`config.mk`:
```
export PLATFORM = sky130hd
export DESIGN_NAME = compress_pipe_slice
export DESIGN_NICKNAME = d
export VERILOG_FILES = /design/src/rtl/compress_pipe_slice_pkg.sv /design/src/rtl/compress_pipe_slice_skid_reg.sv /design/src/rtl/compress_pipe_slice.sv
export SDC_FILE = /design/constraint.sdc
export NUM_CORES = 1
export LEC_CHECK = 0
export CELL_PAD_IN_SITES_DETAIL_PLACEMENT = 0
export CELL_PAD_IN_SITES_GLOBAL_PLACEMENT = 1
export CORE_MARGIN = 2
export CORE_UTILIZATION = 39
export CTS_CLUSTER_SIZE = 10
export DETAILED_ROUTE_END_ITERATION = 12
export GPL_ROUTABILITY_DRIVEN = 0
export GPL_TIMING_DRIVEN = 0
export HOLD_SLACK_MARGIN = 0.1
export PLACE_DENSITY = 0.92
export SLEW_MARGIN = 10
export SYNTH_ARGS = -nofsm -noshare
export SYNTH_HDL_FRONTEND = slang
export SYNTH_HIERARCHICAL = 1
export SYNTH_SLANG_ARGS = --single-unit
```
`constraint.sdc`:
```
create_clock -name clk -period 5 [get_ports clk]
set_clock_uncertainty 0.05 [all_clocks]
set_input_delay 0.5 -clock clk [delete_from_list [all_inputs] [get_ports clk]]
set_output_delay 0.5 -clock clk [all_outputs]
set_load 0.005 [all_outputs]
```
`src/rtl/compress_pipe_slice_pkg.sv`:
```
// Shared definitions for the compress pipeline slice: default field widths,
// slice occupancy encodings and a payload width helper.
package compress_pipe_slice_pkg;

    localparam int DEF_NUM_WEN  = 8;
    localparam int DEF_DATA_W   = 24;
    localparam int DEF_WEIGHT_W = 3;
    localparam int DEF_STATE_W  = 2;
    localparam int DEF_ADDR_W   = 20;

    // Occupancy of the slice: nothing held, main register only, main plus skid.
    typedef enum logic [1:0] {
        ST_EMPTY = 2'd0,
        ST_MAIN  = 2'd1,
        ST_FULL  = 2'd2
    } slice_state_t;

    // Packed payload width: wen lanes + data_en + ram1 + weight + state + ram2_we + ram2_a.
    function automatic int payload_width(input int nw, input int dw, input int ww,
                                         input int sw, input int aw);
        return nw + 1 + dw + ww + sw + 1 + aw;
    endfunction

endpackage

```
`src/rtl/compress_pipe_slice_skid_reg.sv`:
```
// Two-entry valid/ready register slice for a packed W-bit payload.
// in_ready is a registered copy of "skid empty", so it never follows out_ready
// combinationally. Flush drops held beats; reset additionally clears the data.
module compress_pipe_slice_skid_reg #(
    parameter int W = 8
) (
    input  logic         clk,
    input  logic         rst,
    input  logic         flush,
    input  logic         in_valid,
    output logic         in_ready,
    input  logic [W-1:0] in_data,
    output logic         out_valid,
    input  logic         out_ready,
    output logic [W-1:0] out_data
);
    import compress_pipe_slice_pkg::*;

    slice_state_t r_state;
    logic         r_out_valid;
    logic         r_in_ready;
    logic [W-1:0] r_main;
    logic [W-1:0] r_skid;

    logic w_accept;
    logic w_pop;

    assign w_accept  = in_valid & r_in_ready;
    assign w_pop     = r_out_valid & out_ready;
    assign in_ready  = r_in_ready;
    assign out_valid = r_out_valid;
    assign out_data  = r_main;

    // Occupancy FSM with registered handshake outputs; reset beats flush beats transfers.
    always_ff @(posedge clk) begin
        if (!rst) begin
            r_state     <= ST_EMPTY;
            r_out_valid <= 1'b0;
            r_in_ready  <= 1'b1;
            r_main      <= '0;
            r_skid      <= '0;
        end else if (flush) begin
            r_state     <= ST_EMPTY;
            r_out_valid <= 1'b0;
            r_in_ready  <= 1'b1;
        end else begin
            case (r_state)
                ST_EMPTY: begin
                    if (w_accept) begin
                        r_main      <= in_data;
                        r_out_valid <= 1'b1;
                        r_state     <= ST_MAIN;
                    end
                end
                ST_MAIN: begin
                    if (w_accept && w_pop) begin
                        r_main <= in_data;
                    end else if (w_accept) begin
                        // Downstream stalled: park the new beat and stop upstream.
                        r_skid     <= in_data;
                        r_in_ready <= 1'b0;
                        r_state    <= ST_FULL;
                    end else if (w_pop) begin
                        r_out_valid <= 1'b0;
                        r_state     <= ST_EMPTY;
                    end
                end
                ST_FULL: begin
                    // in_ready is low here, so no accept can coincide with the pop.
                    if (w_pop) begin
                        r_main     <= r_skid;
                        r_in_ready <= 1'b1;
                        r_state    <= ST_MAIN;
                    end
                end
                default: begin
                    r_state     <= ST_EMPTY;
                    r_out_valid <= 1'b0;
                    r_in_ready  <= 1'b1;
                end
            endcase
        end
    end

endmodule

```
`src/rtl/compress_pipe_slice.sv`:
```
// Handshaked register slice between codeword search and the RAM2 write port.
// Packs the payload fields, runs them through the skid slice and gates every
// write strobe with out_valid so bubbles never write memory.
module compress_pipe_slice #(
    parameter int NUM_WEN  = compress_pipe_slice_pkg::DEF_NUM_WEN,
    parameter int DATA_W   = compress_pipe_slice_pkg::DEF_DATA_W,
    parameter int WEIGHT_W = compress_pipe_slice_pkg::DEF_WEIGHT_W,
    parameter int STATE_W  = compress_pipe_slice_pkg::DEF_STATE_W,
    parameter int ADDR_W   = compress_pipe_slice_pkg::DEF_ADDR_W
) (
    input  logic                clk,
    input  logic                rst,
    input  logic                flush,
    input  logic                in_valid,
    output logic                in_ready,
    input  logic [NUM_WEN-1:0]  in_wen,
    input  logic                in_data_en,
    input  logic [DATA_W-1:0]   in_ram1_q,
    input  logic [WEIGHT_W-1:0] in_weight,
    input  logic [STATE_W-1:0]  in_state,
    input  logic                in_ram2_we,
    input  logic [ADDR_W-1:0]   in_ram2_a,
    output logic                out_valid,
    input  logic                out_ready,
    output logic [NUM_WEN-1:0]  out_wen,
    output logic                out_data_en,
    output logic [DATA_W-1:0]   out_ram1_q,
    output logic [WEIGHT_W-1:0] out_weight,
    output logic [STATE_W-1:0]  out_state,
    output logic                out_ram2_we,
    output logic [ADDR_W-1:0]   out_ram2_a
);
    import compress_pipe_slice_pkg::*;

    localparam int PAYLOAD_W = payload_width(NUM_WEN, DATA_W, WEIGHT_W, STATE_W, ADDR_W);

    // Field LSB offsets, packed MSB..LSB as wen, data_en, ram1, weight, state, ram2_we, ram2_a.
    localparam int OFF_A      = 0;
    localparam int OFF_WE     = OFF_A + ADDR_W;
    localparam int OFF_STATE  = OFF_WE + 1;
    localparam int OFF_WEIGHT = OFF_STATE + STATE_W;
    localparam int OFF_RAM1   = OFF_WEIGHT + WEIGHT_W;
    localparam int OFF_DEN    = OFF_RAM1 + DATA_W;
    localparam int OFF_WEN    = OFF_DEN + 1;

    logic [PAYLOAD_W-1:0] w_in_payload;
    logic [PAYLOAD_W-1:0] w_main;
    logic                 w_valid;

    assign w_in_payload = {in_wen, in_data_en, in_ram1_q, in_weight, in_state,
                           in_ram2_we, in_ram2_a};

    compress_pipe_slice_skid_reg #(
        .W (PAYLOAD_W)
    ) u_skid (
        .clk       (clk),
        .rst       (rst),
        .flush     (flush),
        .in_valid  (in_valid),
        .in_ready  (in_ready),
        .in_data   (w_in_payload),
        .out_valid (w_valid),
        .out_ready (out_ready),
        .out_data  (w_main)
    );

    assign out_valid = w_valid;

    // Non-strobe fields pass straight through and keep their last value in bubbles.
    assign out_ram1_q = w_main[OFF_RAM1 +: DATA_W];
    assign out_weight = w_main[OFF_WEIGHT +: WEIGHT_W];
    assign out_state  = w_main[OFF_STATE +: STATE_W];
    assign out_ram2_a = w_main[OFF_A +: ADDR_W];

    // Strobes are qualified by out_valid so a held stale beat cannot write.
    assign out_data_en = w_main[OFF_DEN] & w_valid;
    assign out_ram2_we = w_main[OFF_WE] & w_valid;

    generate
        for (genvar gi = 0; gi < NUM_WEN; gi++) begin : g_wen_gate
            assign out_wen[gi] = w_main[OFF_WEN + gi] & w_valid;
        end
    endgenerate

endmodule

```
; ---- Word level (Yosys, flattened, before mapping)
; Index checks and enable logic that the tools add are counted.
; Widths: inputs -> output; s select.
[totals]
input_bits = 64
regBits = 122
elab_cells = 60
[classes]
bitwise = 17
n_reduce_logical = 9
n_mux = 19
eq_ne = 10
[ops]
columns = op, n
row1 = $mux 59, 3
row2 = $pmux 59 s3, 1
row3 = $and 1x1->1, 12
row4 = $reduce_and 4->1, 3
row5 = $mux 2, 5
row6 = $ne 2x1->1 const B, 5
row7 = $reduce_and 5->1, 2
row8 = $mux 1, 7
row9 = $pmux 1 s3, 2
row10 = $pmux 2 s3, 1
row11 = $not 1->1, 5
row12 = $ne 2x2->1 const B, 2
row13 = $ne 3x1->1 const B, 1
row14 = $reduce_bool 3->1, 1
row15 = $eq 2x1->1 const B, 1
row16 = $eq 2x2->1 const B, 1
row17 = $logic_not 2->1, 1
row18 = $reduce_or 2->1, 1
row19 = $logic_and 1x1->1, 1

; ---- Logic depth before layout (Yosys ltp)
[depth]
word_depth = 5
ltp_mapped = 8
ltp_nobuf = 4

; ---- Modules after synthesis
; Netlist, hierarchy kept.
[modules_own_cells]
columns = mod, seq_area_each_um2, cells_each, area_per_inst_um2, n_inst
row1 = compress_pipe_slice_skid_reg, 2442.3, 624, 5197.5, 1
row2 = compress_pipe_slice, 0.0, 10, 62.6, 1

; ---- Worst setup path after synthesis
; OpenSTA, ideal clock, no wires.
[synth_path]
kind = in2reg
start = in out_ready
end = reg u_skid.r_skid[57]
cell_stages = 7
arrival_ns = 1.676
t_required_ns = 4.834
n_path_buf = 3
slack_ns = 3.157
cell_sequence = and2_1 or4b_1 clkbuf_1 buf_2 buf_6 nand2_1 a21boi_1
[synth_via]
elab_chain_cells = 4
[synth_lines]
columns = item, line_no
row1 = "start, declared", compress_pipe_slice.sv:24  ; input logic out_ready,
row2 = $and 1x1->1, compress_pipe_slice_skid_reg.sv:29  ; assign w_pop = r_out_valid & out_ready;
row3 = $logic_and 1x1->1, compress_pipe_slice_skid_reg.sv:56  ; if (w_accept && w_pop) begin
row4 = $not 1->1 (no source line), n/a
row5 = $reduce_and 4->1 (no source line), n/a
row6 = "end signal, assigned", compress_pipe_slice_skid_reg.sv:60  ; r_skid <= in_data;
row7 = "end, declared", compress_pipe_slice_skid_reg.sv:23  ; logic [W-1:0] r_skid;
; Every way passes these cells.
; A chain may end at the register's enable or synchronous reset.

; ---- Final worst setup path
[layout_path]
start = reg u_skid.r_out_valid (netlist: u_skid/out_valid)
end = out out_ram2_we
[layout_via]
elab_chain_cells = 1
[layout_lines]
columns = item, line_no
row1 = "start, declared", compress_pipe_slice_skid_reg.sv:20  ; logic r_out_valid;
row2 = "start signal, assigned", compress_pipe_slice_skid_reg.sv:38  ; r_out_valid <= 1'b0;
row3 = "start signal, assigned", compress_pipe_slice_skid_reg.sv:44  ; r_out_valid <= 1'b0;
row4 = "start signal, assigned", compress_pipe_slice_skid_reg.sv:51  ; r_out_valid <= 1'b1;
row5 = $and 1x1->1, compress_pipe_slice.sv:77  ; assign out_ram2_we = w_main[OFF_WE] & w_valid;
row6 = "end, declared", compress_pipe_slice.sv:30  ; output logic out_ram2_we,
; Every way passes these cells.

==> metrics.txt <==
vias=4978; cts hold-fix bufs=0; reg2reg end=u_skid/out_data[15]; most frequent cells in the layout=clkdlybuf4s50_1, nand2_1, dfxtp_1; # setup viols final=0; global-route wire length before repair=24340 µm; RSZ-0062 raised after global routing=no; crit path DAT=1.84 ns; sequential share of power=40.6%; Slew headroom=62.02%; Worst-path clk slew=0.05 ns; GRT overflow=0; sequential fraction of the synthesis area=46.43%; Net Sw Power=0.5745 mW; clock power share=47.5%; Synth Net Count=698; Clock Path Buffers=2; FILL cells=1202; Worst-Skew Late Latency=0.41 ns; post-synth top area share=46.43%; antenna-violating nets left=0; layout cell share with drive strength beyond 1=12.67%; Starting DRT DRC Count=268; Root Driver=clkbuf_16; Final Slew Violations=0; Gate Count Post-Synth=634; worst setup path end=out_ram2_we; Warnings, synthesis=6; status=finished clean; area leader, netlist=dfxtp_1; Leakage=2.836 nW; Comb pwr share=11.9%; WL final=14980 µm; Synth Register Bits=122; # IOs=125; R2R Setup Slk=2.71 ns; Peak VDD IR=0.2304 mV; die area=14430 µm²; # Max-Cap Violations=0; startpoint types=flop; Crit Path Max Fanout=16; Worst Min Path Start=u_skid/r_skid[54]; TritonCTS clock tree=yes; vias in the first global route=5044; top post-synthesis cells by area=dfxtp_1, o221a_2, nand2_1, nor2_1, a21boi_0; Post-route DRC=0; initial core utilization=39.88%; Reg2Reg Launch Point=u_skid/out_valid; Post-Synthesis Cell Area=5260 µm²; Overall Global Routing Usage=21.28%; R2R cell count=7; Die X=120.1 µm; Layout Nets=841; routed length per instance=15.52 µm; initial antenna violation count=0; largest net degree at the start of global routing=17; HP Class=reg2reg; Crit Path Category=reg2out; Worst Tran Pin Value=0.5682 ns; total CTS buffers=17; core area=13190 µm²; Pwr Total=2.587 mW; data required time at the worst endpoint=4.45 ns; fmax=417.5 MHz; Area Overhead vs Synth=39.08%; Crit. End Element=output port; post-CTS setup buffers=0; sw frac=22.20%; row count=42; internal power=2.013 mW; Final Hold Fails=0; syn_area_per_cell=8.297 µm²; Die Span Y=120.1 µm; clk sink count=122; diode count=0; I/O Buffers=124; dpl hpwl=10600 µm; Final period util=47.90%; most common cell after layout, fill and taps aside=clkdlybuf4s50_1; Distinct cells, synth=32; worst setup path startpoint=u_skid/out_valid; routed vias/inst=5.159; pwr dens=353.7 nW/µm²; final setup TNS=0 ns; min cycle time layout=2.395 ns; cts repair resizes=0; DR pass1 iterations=4; # H-tree levels=4
## power groups by stage
| stage | Sequential [mW] | Combinational, mW | Clock [mW] |
|---|---|---|---|
| floorplan | 1.07 | 0.138 | 0 |
| global placement | 1.07 | 0.302 | 0 |
| detailed placement | 1.07 | 0.307 | 0 |
| CTS | 1.05 | 0.309 | 1.25 |
| global route | 1.06 | 0.334 | 1.29 |
| finish | 1.05 | 0.308 | 1.23 |
## how the worst min path moves through the flow
stage                                   end  slack, ns  cells past startpoint
after floorplan           u_skid/r_skid[48]       0.39                      2
after global placement    u_skid/r_skid[51]       0.39                      2
after detailed placement  u_skid/r_skid[55]       0.40                      2
after CTS                 u_skid/r_skid[54]       0.41                      2
after global routing      u_skid/r_skid[56]       0.43                      2
final                     u_skid/r_skid[54]       0.41                      2
## metrics by stage
| step | instances | setup WS, ns | cell area (µm²) | utilization (%) | hold slack, ns |
|---|---|---|---|---|---|
| 3_3_place_gp | 934 | 2.327 | 6721 | 50.96 | 0.3913 |
| 4_1_cts | 965 | 2.574 | 7316 | 55.46 | 0.4097 |
| 2_1_floorplan | 634 | 3.157 | 5260 | - | 0.3854 |
| 3_5_place_dp | 934 | 2.293 | 6721 | 50.96 | 0.3975 |
| 6_report | 965 | 2.605 | 7316 | 55.46 | 0.4073 |
| 5_1_grt | 965 | 2.513 | 7316 | 55.46 | 0.4284 |
## kinds of logic after synthesis
kind of cell / synth area share [%]
and+or+nand+nor: 20.27
AOI/OAI and AO/OA: 28.26
DFF: 46.43
buffers and inverters: 5.043
## worst max-delay path, cell delays in order (launching register included)
cell and delay [ns]:
dfxtp_1 0.67, and2_1 0.25, clkdlybuf4s50_1 0.51
## synth_stat cells
library cell and instances:
nor4b_2 1, a21oi_1 62, inv_1 1, buf_2 14, o221a_2 49, nor2b_4 1, o21a_1 2, or2_2 1
nor2b_1 2, nand2b_1 1, clkbuf_1 40, nor3_1 1, or4b_1 1, a21o_1 1, a21boi_1 10, buf_1 1
and2_1 11, buf_6 2, o221a_1 10, nand4_1 1, buf_4 2, a31oi_1 1, dfxtp_1 122, a221o_1 1
nand3b_1 1, a21oi_4 1, o21ai_0 1, a21boi_0 49, a211o_1 1, nor2_1 119, nand3_1 2, nand2_1 122
## cell type report
class | count | area (µm²) | area share, %
Multi-Input combinational cell | 452 | 2552 | 34.89
Sequential cell | 122 | 2442 | 33.38
Timing Repair Buffer | 124 | 1241 | 16.97
Clock buffer | 22 | 474.2 | 6.482
Buffer | 59 | 261.5 | 3.574
Tap cell | 176 | 220.2 | 3.010
Clock inverter | 9 | 120.1 | 1.642
Inverter | 1 | 3.754 | 0.05131
## flip-flops by register name, summed over array words and instances, names as in the netlist
| name | flops |
|---|---|
| u_skid/out_valid | 1 |
| u_skid/in_ready | 1 |
| u_skid/out_data | 59 |
| u_skid/r_state | 2 |
| u_skid/r_skid | 59 |
## metal layers
metal	global-route usage (%)	up-vias	wire length [µm]
met1	25.37	2317	6684
met5	0	-	0
met2	35.94	146	7211
met3	4.990	34	683
li1	-	2481	-
met4	10.22	0	397
Power figures use the tool's default switching activity.
